[src/rtl/i2s_frame_sequencer_if.sv]
// Sample-pair stream from the RPi receiver into the I2S frame sequencer.
// The master offers a left/right pair; the slave accepts it when s_ready is high.
interface i2s_frame_sequencer_if #(
    parameter int SAMPLE_W = 24
);
    logic                s_valid;
    logic                s_ready;
    logic [SAMPLE_W-1:0] s_left;
    logic [SAMPLE_W-1:0] s_right;

    modport master (output s_valid, output s_left, output s_right, input s_ready);
    modport slave  (input s_valid, input s_left, input s_right, output s_ready);
endinterface

[src/rtl/i2s_frame_sequencer.sv]
// Stereo I2S transmit sequencer: one-pair buffer, bclk/lrclk generation, MSB-first
// slot shifters reloaded at each frame boundary, zero frames and a counter on underrun.
module i2s_frame_sequencer #(
    parameter int SAMPLE_W = 24,
    parameter int SLOT_W   = 32,
    parameter int BCLK_DIV = 4,
    parameter int CNT_W    = 16
) (
    input  logic                 clk,
    input  logic                 rst_n,
    input  logic                 enable,
    i2s_frame_sequencer_if.slave s_if,
    output logic                 bclk,
    output logic                 lrclk,
    output logic                 sdata,
    output logic                 frame_start,
    output logic                 underrun,
    output logic [CNT_W-1:0]     underrun_cnt,
    output logic                 req_irq
);
    localparam int FRAME = 2 * SLOT_W;
    localparam int P_W   = (FRAME > 2) ? $clog2(FRAME) : 1;
    localparam int DIV_W = (BCLK_DIV > 2) ? $clog2(BCLK_DIV) : 1;

    localparam logic [DIV_W-1:0] DIV_HALF = DIV_W'(BCLK_DIV / 2 - 1);
    localparam logic [DIV_W-1:0] DIV_LAST = DIV_W'(BCLK_DIV - 1);
    localparam logic [P_W-1:0]   P_LAST   = P_W'(FRAME - 1);
    localparam logic [P_W-1:0]   P_SLOT   = P_W'(SLOT_W);
    localparam logic [P_W-1:0]   P_LR_ON  = P_W'(SLOT_W - 1);

    typedef enum logic [1:0] {IDLE, RUN, STOP} state_t;

    state_t              state_q, state_d;
    logic [DIV_W-1:0]    div_q, div_d;
    logic [P_W-1:0]      p_q, p_d, p_next;
    logic                bclk_q, bclk_d, lrclk_q, lrclk_d, sdata_q, sdata_d;
    logic                fs_q, fs_d, ur_q, ur_d;
    logic [CNT_W-1:0]    cnt_q, cnt_d;
    logic                buf_full_q, buf_full_d;
    logic [SAMPLE_W-1:0] buf_l_q, buf_l_d, buf_r_q, buf_r_d;
    logic [SAMPLE_W-1:0] sh_l_q, sh_l_d, sh_r_q, sh_r_d;
    logic [SAMPLE_W-1:0] ld_l, ld_r;

    logic running, fall, frame_end, stop_now, load, consume, bypass, starve, ready, xfer;

    // A frame boundary in STOP ends the run unless enable came back in time.
    assign running   = (state_q != IDLE);
    assign fall      = running && (div_q == DIV_LAST);
    assign frame_end = fall && (p_q == P_LAST);
    assign stop_now  = frame_end && (state_q == STOP) && !enable;
    assign load      = frame_end && !stop_now;
    assign consume   = load && buf_full_q;
    assign bypass    = load && !buf_full_q && s_if.s_valid;
    assign starve    = load && !buf_full_q && !s_if.s_valid;
    assign ready     = !buf_full_q || consume;
    assign xfer      = s_if.s_valid && ready;
    assign p_next    = (p_q == P_LAST) ? '0 : p_q + 1'b1;

    always_comb begin
        state_d    = state_q;
        div_d      = div_q;
        p_d        = p_q;
        bclk_d     = bclk_q;
        lrclk_d    = lrclk_q;
        sdata_d    = sdata_q;
        fs_d       = 1'b0;
        ur_d       = 1'b0;
        cnt_d      = cnt_q;
        buf_full_d = buf_full_q;
        buf_l_d    = buf_l_q;
        buf_r_d    = buf_r_q;
        sh_l_d     = sh_l_q;
        sh_r_d     = sh_r_q;
        ld_l       = '0;
        ld_r       = '0;

        case (state_q)
            IDLE: if (enable) begin
                state_d = RUN;
                p_d     = P_LAST;
            end
            RUN:  if (!enable) state_d = STOP;
            STOP: begin
                if (enable)         state_d = RUN;
                else if (frame_end) state_d = IDLE;
            end
            default: state_d = IDLE;
        endcase

        if (consume) begin
            ld_l = buf_l_q;
            ld_r = buf_r_q;
        end else if (bypass) begin
            ld_l = s_if.s_left;
            ld_r = s_if.s_right;
        end

        if (consume) buf_full_d = 1'b0;
        if (xfer && !bypass) begin
            buf_full_d = 1'b1;
            buf_l_d    = s_if.s_left;
            buf_r_d    = s_if.s_right;
        end

        if (running) begin
            div_d = fall ? '0 : div_q + 1'b1;
            if (div_q == DIV_HALF) bclk_d = 1'b1;
            if (fall) begin
                bclk_d = 1'b0;
                p_d    = p_next;
                if (stop_now) begin
                    lrclk_d = 1'b0;
                    sdata_d = 1'b0;
                end else begin
                    // lrclk runs one bit ahead of the slot it announces.
                    lrclk_d = (p_next >= P_LR_ON) && (p_next != P_LAST);
                    if (load) begin
                        fs_d    = 1'b1;
                        sdata_d = ld_l[SAMPLE_W-1];
                        sh_l_d  = ld_l << 1;
                        sh_r_d  = ld_r;
                        if (starve) begin
                            ur_d = 1'b1;
                            if (cnt_q != '1) cnt_d = cnt_q + 1'b1;
                        end
                    end else if (p_next < P_SLOT) begin
                        sdata_d = sh_l_q[SAMPLE_W-1];
                        sh_l_d  = sh_l_q << 1;
                    end else begin
                        sdata_d = sh_r_q[SAMPLE_W-1];
                        sh_r_d  = sh_r_q << 1;
                    end
                end
            end
        end
    end

    always_ff @(posedge clk or negedge rst_n) begin
        if (!rst_n) begin
            state_q    <= IDLE;
            div_q      <= '0;
            p_q        <= '0;
            bclk_q     <= 1'b0;
            lrclk_q    <= 1'b0;
            sdata_q    <= 1'b0;
            fs_q       <= 1'b0;
            ur_q       <= 1'b0;
            cnt_q      <= '0;
            buf_full_q <= 1'b0;
            buf_l_q    <= '0;
            buf_r_q    <= '0;
            sh_l_q     <= '0;
            sh_r_q     <= '0;
        end else begin
            state_q    <= state_d;
            div_q      <= div_d;
            p_q        <= p_d;
            bclk_q     <= bclk_d;
            lrclk_q    <= lrclk_d;
            sdata_q    <= sdata_d;
            fs_q       <= fs_d;
            ur_q       <= ur_d;
            cnt_q      <= cnt_d;
            buf_full_q <= buf_full_d;
            buf_l_q    <= buf_l_d;
            buf_r_q    <= buf_r_d;
            sh_l_q     <= sh_l_d;
            sh_r_q     <= sh_r_d;
        end
    end

    assign s_if.s_ready = ready;
    assign bclk         = bclk_q;
    assign lrclk        = lrclk_q;
    assign sdata        = sdata_q;
    assign frame_start  = fs_q;
    assign underrun     = ur_q;
    assign underrun_cnt = cnt_q;
    assign req_irq      = running && !buf_full_q;
endmodule

[src/flat_wrapper.sv]
// flat-port wrapper written by rule: the top's interface ports become plain ports
module i2s_frame_sequencer_flat 
#(
    parameter int SAMPLE_W = 24,
    parameter int SLOT_W   = 32,
    parameter int BCLK_DIV = 4,
    parameter int CNT_W    = 16
)
  (clk, rst_n, enable, bclk, lrclk, sdata, frame_start, underrun, underrun_cnt, req_irq, s_if_s_valid, s_if_s_left, s_if_s_right, s_if_s_ready);
  i2s_frame_sequencer_if #(.SAMPLE_W(SAMPLE_W)) s_if_i ();
  input  logic clk;
  input  logic rst_n;
  input  logic enable;
  output logic bclk;
  output logic lrclk;
  output logic sdata;
  output logic frame_start;
  output logic underrun;
  output logic [CNT_W-1:0] underrun_cnt;
  output logic req_irq;
  input wire logic [$bits(s_if_i.s_valid)-1:0] s_if_s_valid;
  input wire logic [$bits(s_if_i.s_left)-1:0] s_if_s_left;
  input wire logic [$bits(s_if_i.s_right)-1:0] s_if_s_right;
  output wire logic [$bits(s_if_i.s_ready)-1:0] s_if_s_ready;
  assign s_if_i.s_valid = s_if_s_valid;
  assign s_if_i.s_left = s_if_s_left;
  assign s_if_i.s_right = s_if_s_right;
  assign s_if_s_ready = s_if_i.s_ready;
  i2s_frame_sequencer #(.SAMPLE_W(SAMPLE_W), .SLOT_W(SLOT_W), .BCLK_DIV(BCLK_DIV), .CNT_W(CNT_W)) u_core (.clk(clk), .rst_n(rst_n), .enable(enable), .s_if(s_if_i), .bclk(bclk), .lrclk(lrclk), .sdata(sdata), .frame_start(frame_start), .underrun(underrun), .underrun_cnt(underrun_cnt), .req_irq(req_irq));
endmodule
[config.mk]
export PLATFORM = sky130hd
export DESIGN_NAME = i2s_frame_sequencer_flat
export DESIGN_NICKNAME = d
export VERILOG_FILES = /design/src/rtl/i2s_frame_sequencer_if.sv /design/src/rtl/i2s_frame_sequencer.sv /design/src/flat_wrapper.sv
export SDC_FILE = /design/constraint.sdc
export NUM_CORES = 1
export LEC_CHECK = 0
export CORE_ASPECT_RATIO = 2
export CORE_UTILIZATION = 50
export DETAILED_ROUTE_END_ITERATION = 6
export DONT_BUFFER_PORTS = 1
export HOLD_SLACK_MARGIN = 0.02
export PLACE_DENSITY_LB_ADDON = 0.2
export SYNTH_ARGS = -nofsm -noshare
export SYNTH_HDL_FRONTEND = slang
export SYNTH_SLANG_ARGS = --single-unit
[constraint.sdc]
create_clock -name clk -period 2.55 [get_ports clk]
set_clock_uncertainty 0.1 [all_clocks]
set_input_delay 0.51 -clock clk [delete_from_list [all_inputs] [get_ports clk]]
set_output_delay 0.51 -clock clk [all_outputs]
set_load 0.02 [all_outputs]
**Word level (Yosys, flattened, before mapping)**

Cells that the tools add are included.

- Add/sub/neg operators: 3
- Multipliers: 0
- Divide/modulo/power cells: 0
- $lt $le $gt $ge: 2
- Equality and inequality tests: 11
- Shift operators: 0
- Muxes and demuxes: 36
- Bitwise logic cells: 1
- Reduce and logical (&&, ||, !) cells: 30

Operators with widths:

| kind | count |
|---|---|
| $mux W24 | 8 |
| $mux W6 | 5 |
| $mux W1 | 17 |
| $add A16 B1 Y16 const B | 1 |
| $ne A16 B16 Y1 const B | 1 |
| $logic_and A1 B1 Y1 | 13 |
| $mux W2 | 5 |
| $reduce_and A4 Y1 | 2 |
| $reduce_bool A2 Y1 | 4 |
| $add A6 B1 Y6 const B | 1 |
| $eq A6 B6 Y1 const B | 1 |
| $ge A6 B5 Y1 const B | 1 |
| $lt A6 B6 Y1 const B | 1 |
| $ne A6 B6 Y1 const B | 1 |
| $pmux W2 S3 | 1 |
| $reduce_and A6 Y1 | 1 |
| $logic_not A1 Y1 | 5 |
| $eq A2 B1 Y1 const B | 2 |
| $eq A2 B2 Y1 const B | 2 |
| $ne A2 B2 Y1 const B | 2 |
| $reduce_and A2 Y1 | 2 |
| $ne A3 B2 Y1 const B | 1 |
| $reduce_and A3 Y1 | 1 |
| $add A2 B1 Y2 const B | 1 |
| 4 further kinds | 4 |

- Flip-flop bits (word level): 128
- Latch bits: 0
- Memory bits (writable): 0
- Memory bits (read-only): 0
- Input port bits: 52
- Output and inout port bits: 23
- Word-level logic and storage cells: 97
- Memories kept: 0

**Depth between registers and ports, before layout**

- Word-level depth: 14
- Gate-level depth with buffers: 11
- Depth with buffers taken out: 7

**Least setup slack after synthesis**

OpenSTA, ideal clock, no wires.

- Path type: reg2reg
- Start point: register u_core.p_q[0]
- End point: register u_core.buf_r_q[10]
- Setup time: 125 ps
- Data arrival time: 2389 ps
- Data required time: 2325 ps
- Slack: -64 ps
- Stages on the path, launching flop included: 12
- Path buffers: 4
- Period minus slack after synthesis: 2614 ps
- Path through: dfrtp_1 > ha_1 > buf_2 > nand3_2 > or4_1 > buf_2 > inv_1 > nand3_1 > nand2_1 > buf_4 > buf_6 > mux2_2

- Longest elaborated chain between the ends: 10
- Elaborated cells on any way between the ends: 13
- Classes of those cells: eq/ne: 1; reduce/logical: 12

Ends and longest elaborated chain:

| element | line | RTL |
|---|---|---|
| start, declared | i2s_frame_sequencer.sv:35 | `logic [P_W-1:0] p_q, p_d, p_next;` |
| start signal, assigned | i2s_frame_sequencer.sv:157 | `p_q <= p_d;` |
| $eq A6 B6 Y1 (*) | i2s_frame_sequencer.sv:49 | `assign frame_end = fall && (p_q == P_LAST);` |
| $logic_and A1 B1 Y1 (*) | i2s_frame_sequencer.sv:49 |  |
| $logic_and A1 B1 Y1 (2 in a row) | i2s_frame_sequencer.sv:50 | `assign stop_now = frame_end && (state_q == STOP) && !enable;` |
| $logic_not A1 Y1 | i2s_frame_sequencer.sv:51 | `assign load = frame_end && !stop_now;` |
| $logic_and A1 B1 Y1 (*) | i2s_frame_sequencer.sv:51 |  |
| $logic_and A1 B1 Y1, on equally long branches | i2s_frame_sequencer.sv:52, i2s_frame_sequencer.sv:53 |  |
| $logic_or A1 B1 Y1 / $logic_and A1 B1 Y1 (equally long branches) | i2s_frame_sequencer.sv:55, i2s_frame_sequencer.sv:53 |  |
| $logic_and A1 B1 Y1 / $logic_not A1 Y1 (equally long branches) | i2s_frame_sequencer.sv:56, i2s_frame_sequencer.sv:99 |  |
| $logic_and A1 B1 Y1 (*) | i2s_frame_sequencer.sv:99 | `if (xfer && !bypass) begin` |
| end signal, assigned | i2s_frame_sequencer.sv:166 | `buf_r_q <= buf_r_d;` |
| end, declared | i2s_frame_sequencer.sv:40 | `logic [SAMPLE_W-1:0] buf_l_q, buf_l_d, buf_r_q, buf_r_d;` |

Mark *: on every way between the ends. The rest lies on a longest branch, timed or not.
A chain may end at the register's enable or synchronous reset.

**Final worst setup path**

- Start point: register u_core.p_q[1]
- End point: output port s_if_s_ready

- Longest elaborated chain between the ends: 8

Ends and longest elaborated chain:

| element | line | RTL |
|---|---|---|
| $eq A6 B6 Y1 (*) | i2s_frame_sequencer.sv:49 |  |
| $logic_and A1 B1 Y1 (*) | i2s_frame_sequencer.sv:49 |  |
| $logic_and A1 B1 Y1 (2 in a row) | i2s_frame_sequencer.sv:50 |  |
| $logic_not A1 Y1 | i2s_frame_sequencer.sv:51 |  |
| $logic_and A1 B1 Y1 (*) | i2s_frame_sequencer.sv:51 |  |
| $logic_and A1 B1 Y1 (*) | i2s_frame_sequencer.sv:52 | `assign consume = load && buf_full_q;` |
| $logic_or A1 B1 Y1 (*) | i2s_frame_sequencer.sv:55 | `assign ready = !buf_full_q \|\| consume;` |
| end, declared | flat_wrapper.sv:24 | `output wire logic [$bits(s_if_i.s_ready)-1:0] s_if_s_ready;` |

Marked as above.

==> results.json <==
{
  "hpwl_mm": 8.50,
  "grtUsageMet2_pct": 39.4,
  "area_delta_synth_final_pct": 15.9,
  "clkPwrFrac_pct": 30.5,
  "layout_common_cells": "126 x dfrtp_1, 60 x nor2_1, 60 x nand2_1, 48 x mux2_2, 46 x o31ai_1",
  "path_clk_slew_ns": 0.06,
  "nets": 615,
  "maxCapViolations": 0,
  "clk_latency_ns": 0.42,
  "p_switching_w": 0.00260,
  "cts_buffers": 17,
  "vias_per_cell": 6.15,
  "cp_max_fo": 5,
  "p_leak_nw": 2.96,
  "critPathCaptureType": "primary output",
  "multi_input_area_um2": 2580,
  "final_common_cell": "dfrtp_1",
  "grt_usage_pct": 22.8,
  "die_w_um": 79.1,
  "syn-num-nets": 606,
  "power_frac_seq_pct": 40.6,
  "violations": "negative hold slack",
  "finalNonFillerCells": 716,
  "htreeDepth": 4,
  "crit_arrival_ns": 1.90,
  "p_sw_share_pct": 32.1,
  "postRouteAntennaNets": 0,
  "clockBufferDepth": 2,
  "crit_type": "reg2out",
  "grt_pass1_wl_mm": 21.4,
  "p_int_w": 0.00550,
  "rsz0062_at_grt": "true",
  "grt_pass1_vias": 4409,
  "globalRouteOverflowTotal": 0,
  "cp-start-kind": "register",
  "fp.coreArea_um2": 11600,
  "synth_edf_count": 0,
  "synth_flop_cell": "dfrtp_1",
  "drt-total-wl_mm": 13.5,
  "worst_slew_pin_slew_ns": 0.529,
  "synth_top_area_share_pct": 53.4,
  "synth_top_cell_by_area": "dfrtp_1",
  "reg2reg_to": "u_core.buf_r_q[15]",
  "slew_violations": 0,
  "reg2reg_slack_ns": 0.12,
  "yosys_register_bits": 127,
  "grt_antenna_before_repair": 0,
  "outcome": "complete, but fails checks",
  "crit_chain": "ha_2 > nand3_2 > or4_4 > buf_12 > nand2_4",
  "dieArea_um2": 12400,
  "antenna_cells": 0,
  "drt-pass1-iter-count": 4,
  "final_cell_area_um2": 6900,
  "drt-wirelength-per-cell_um": 18.8,
  "finalSetupViolations": 0,
  "clockRootBuffer": "clkbuf_16",
  "initial_utilization_pct": 51.2,
  "p_per_area_nw_per_um2": 1170,
  "grt_max_degree": 128,
  "p_comb_share_pct": 28.9,
  "ys_types": 53,
  "power_w": 0.00810,
  "die-height_um": 156,
  "syn-mean-instance-area_um2": 10.8,
  "critical_path_required_ns": 1.94,
  "syn_area_um2": 5950,
  "fin_crit_ns": 2.51,
  "drt_iter0_drc": 307,
  "relSlewSlack_pct": 64.7,
  "seq_area_um2": 3180,
  "met3_usage_pct": 5.48,
  "n_fill_cell": 998,
  "drive_above_1_share_pct": 21.9,
  "num_vias": 4403,
  "ioPinCount": 75,
  "seq_area_frac_synth_pct": 53.4,
  "fmax_mhz": 399,
  "postSynthCellCount": 549,
  "cts_tree": "yes",
  "grt-busiest-layer": "met2",
  "met1_usage_pct": 25.4,
  "hold_ws_ns": -0.315,
  "synthTopCellsByArea": "dfrtp_1 53%, mux2_2 9.1%, a221oi_1 6.6%",
  "post-place-cells": 678,
  "slowest_stage": "or4_4",
  "r2r-start": "u_core.p_q[1]",
  "finalCritPeriodShare_pct": 98.3,
  "synth_warnings": 0,
  "fp-row-count": 56,
  "drc": 0,
  "port_buffers": 0,
  "ir_drop_mv": 0.827,
  "dpl_cell_area_um2": 6200,
  "cp_slowest_stage_delay_ns": 0.59,
  "async_reset_ff_share_pct": 100,
  "worstHoldPathType": "in2async",
  "r2r_cells": 9,
  "hold_viol_final": 127,
  "place.gp.congestion": 0.840,
  "cts.sinks": 127
}
-- Yosys cell counts, drive strengths merged, types with 3 or more instances --
cell type and count:
a21oi 9, dfrtp 127, a221oi 45, and3 3, a211oi 3, nor3 8
xor2 7, nand2 62, nor2b 3, o21ai 11, clkbuf 27, mux2 49
nand4 8, inv 8, ha 5, nor4 3, buf 15, nor2 60
o31ai 46, xnor2 9, a31oi 3, nand3 12
-- area by class of cell --
type                            instances  share of cell area, %
Clock buffer                           18                   6.37
Clock inverter                         14                   2.41
Inverter                                8                  0.435
Multi-Input combinational cell        372                   37.4
Sequential cell                       127                   46.1
Tap cell                              145                   2.63
Timing Repair Buffer                   32                   4.64
-- critical path: cells and delay by family, from the launching register on --
family,cells,cell delay [ns]
simple gates,3,0.77
flops,1,0.36
fa+ha+maj,1,0.19
buf+inv,1,0.16
-- worst max path at each step --
stage / start / cells past startpoint / endpoint
2_1_floorplan: u_core.p_q[0] / 11 / u_core.buf_r_q[10]
3_3_place_gp: u_core.p_q[1] / 8 / u_core.buf_r_q[15]
3_5_place_dp: u_core.div_q[1] / 8 / u_core.buf_r_q[15]
4_1_cts: u_core.p_q[1] / 5 / s_if_s_ready
5_1_grt: u_core.p_q[1] / 5 / s_if_s_ready
6_report: u_core.p_q[1] / 5 / s_if_s_ready
-- repair_timing --
item / CTS / global route
gates cloned: 0 / 1
hold endpoints to repair: 127 / 127
resized for setup: 6 / 1
buffers inserted: 0 / 5
setup endpoints to repair: 1 / 2
pin swaps: 0 / 1
-- kinds of logic (layout without fill, tap and decap cells) --
kind of cell             Yosys count  after routing  synth area share, %
adder cells (fa/ha/maj)            5              5                 1.05
XOR/XNOR                          16             16                 2.36
AO/OA/AOI/OAI                    132            132                 17.0
AND/OR/NAND/NOR                  170            170                 13.2
multiplexers                      49             49                 9.27
flip-flops                       127            127                 53.4
buffers and inverters             50             72                 3.74
-- per-stage QoR --
stage / setup WS (ns) / setup TNS [ns] / util, %
2_1_floorplan: 0.0148 / 0 / -
3_3_place_gp: 0.0677 / 0 / 53.3
6_report: 0.0442 / 0 / 59.3
5_1_grt: -0.0203 / -0.0203 / 59.3
4_1_cts: 0.0184 / 0 / 58.7
3_5_place_dp: 0.0321 / 0 / 53.3
-- layer usage --
metal	wire (um)	vias to the layer above	share of wire, %
met5	0	-	0
met3	659	30	4.9
met1	5140	2220	38
met2	7310	113	54
li1	-	2040	-
met4	361	0	2.7
-- power groups by stage --
stage / sequential [W] / combinational, W / clock (W)
floorplan: 0.00322 / 0.00174 / 0
global placement: 0.00327 / 0.00219 / 0
detailed placement: 0.00331 / 0.00228 / 0
CTS: 0.00329 / 0.00232 / 0.00252
global route: 0.00338 / 0.00261 / 0.00261
finish: 0.00328 / 0.00234 / 0.00247
-- registers in the layout, summed over array words and instances, names as in the netlist, 2 cells and up --
signal / flops
u_core.sh_l_q: 23
u_core.p_q: 6
u_core.div_q: 2
u_core.buf_r_q: 24
u_core.sh_r_q: 24
u_core.state_q: 2
u_core.underrun_cnt: 16
u_core.buf_l_q: 24
No activity file was read; power rests on OpenSTA's default activity.
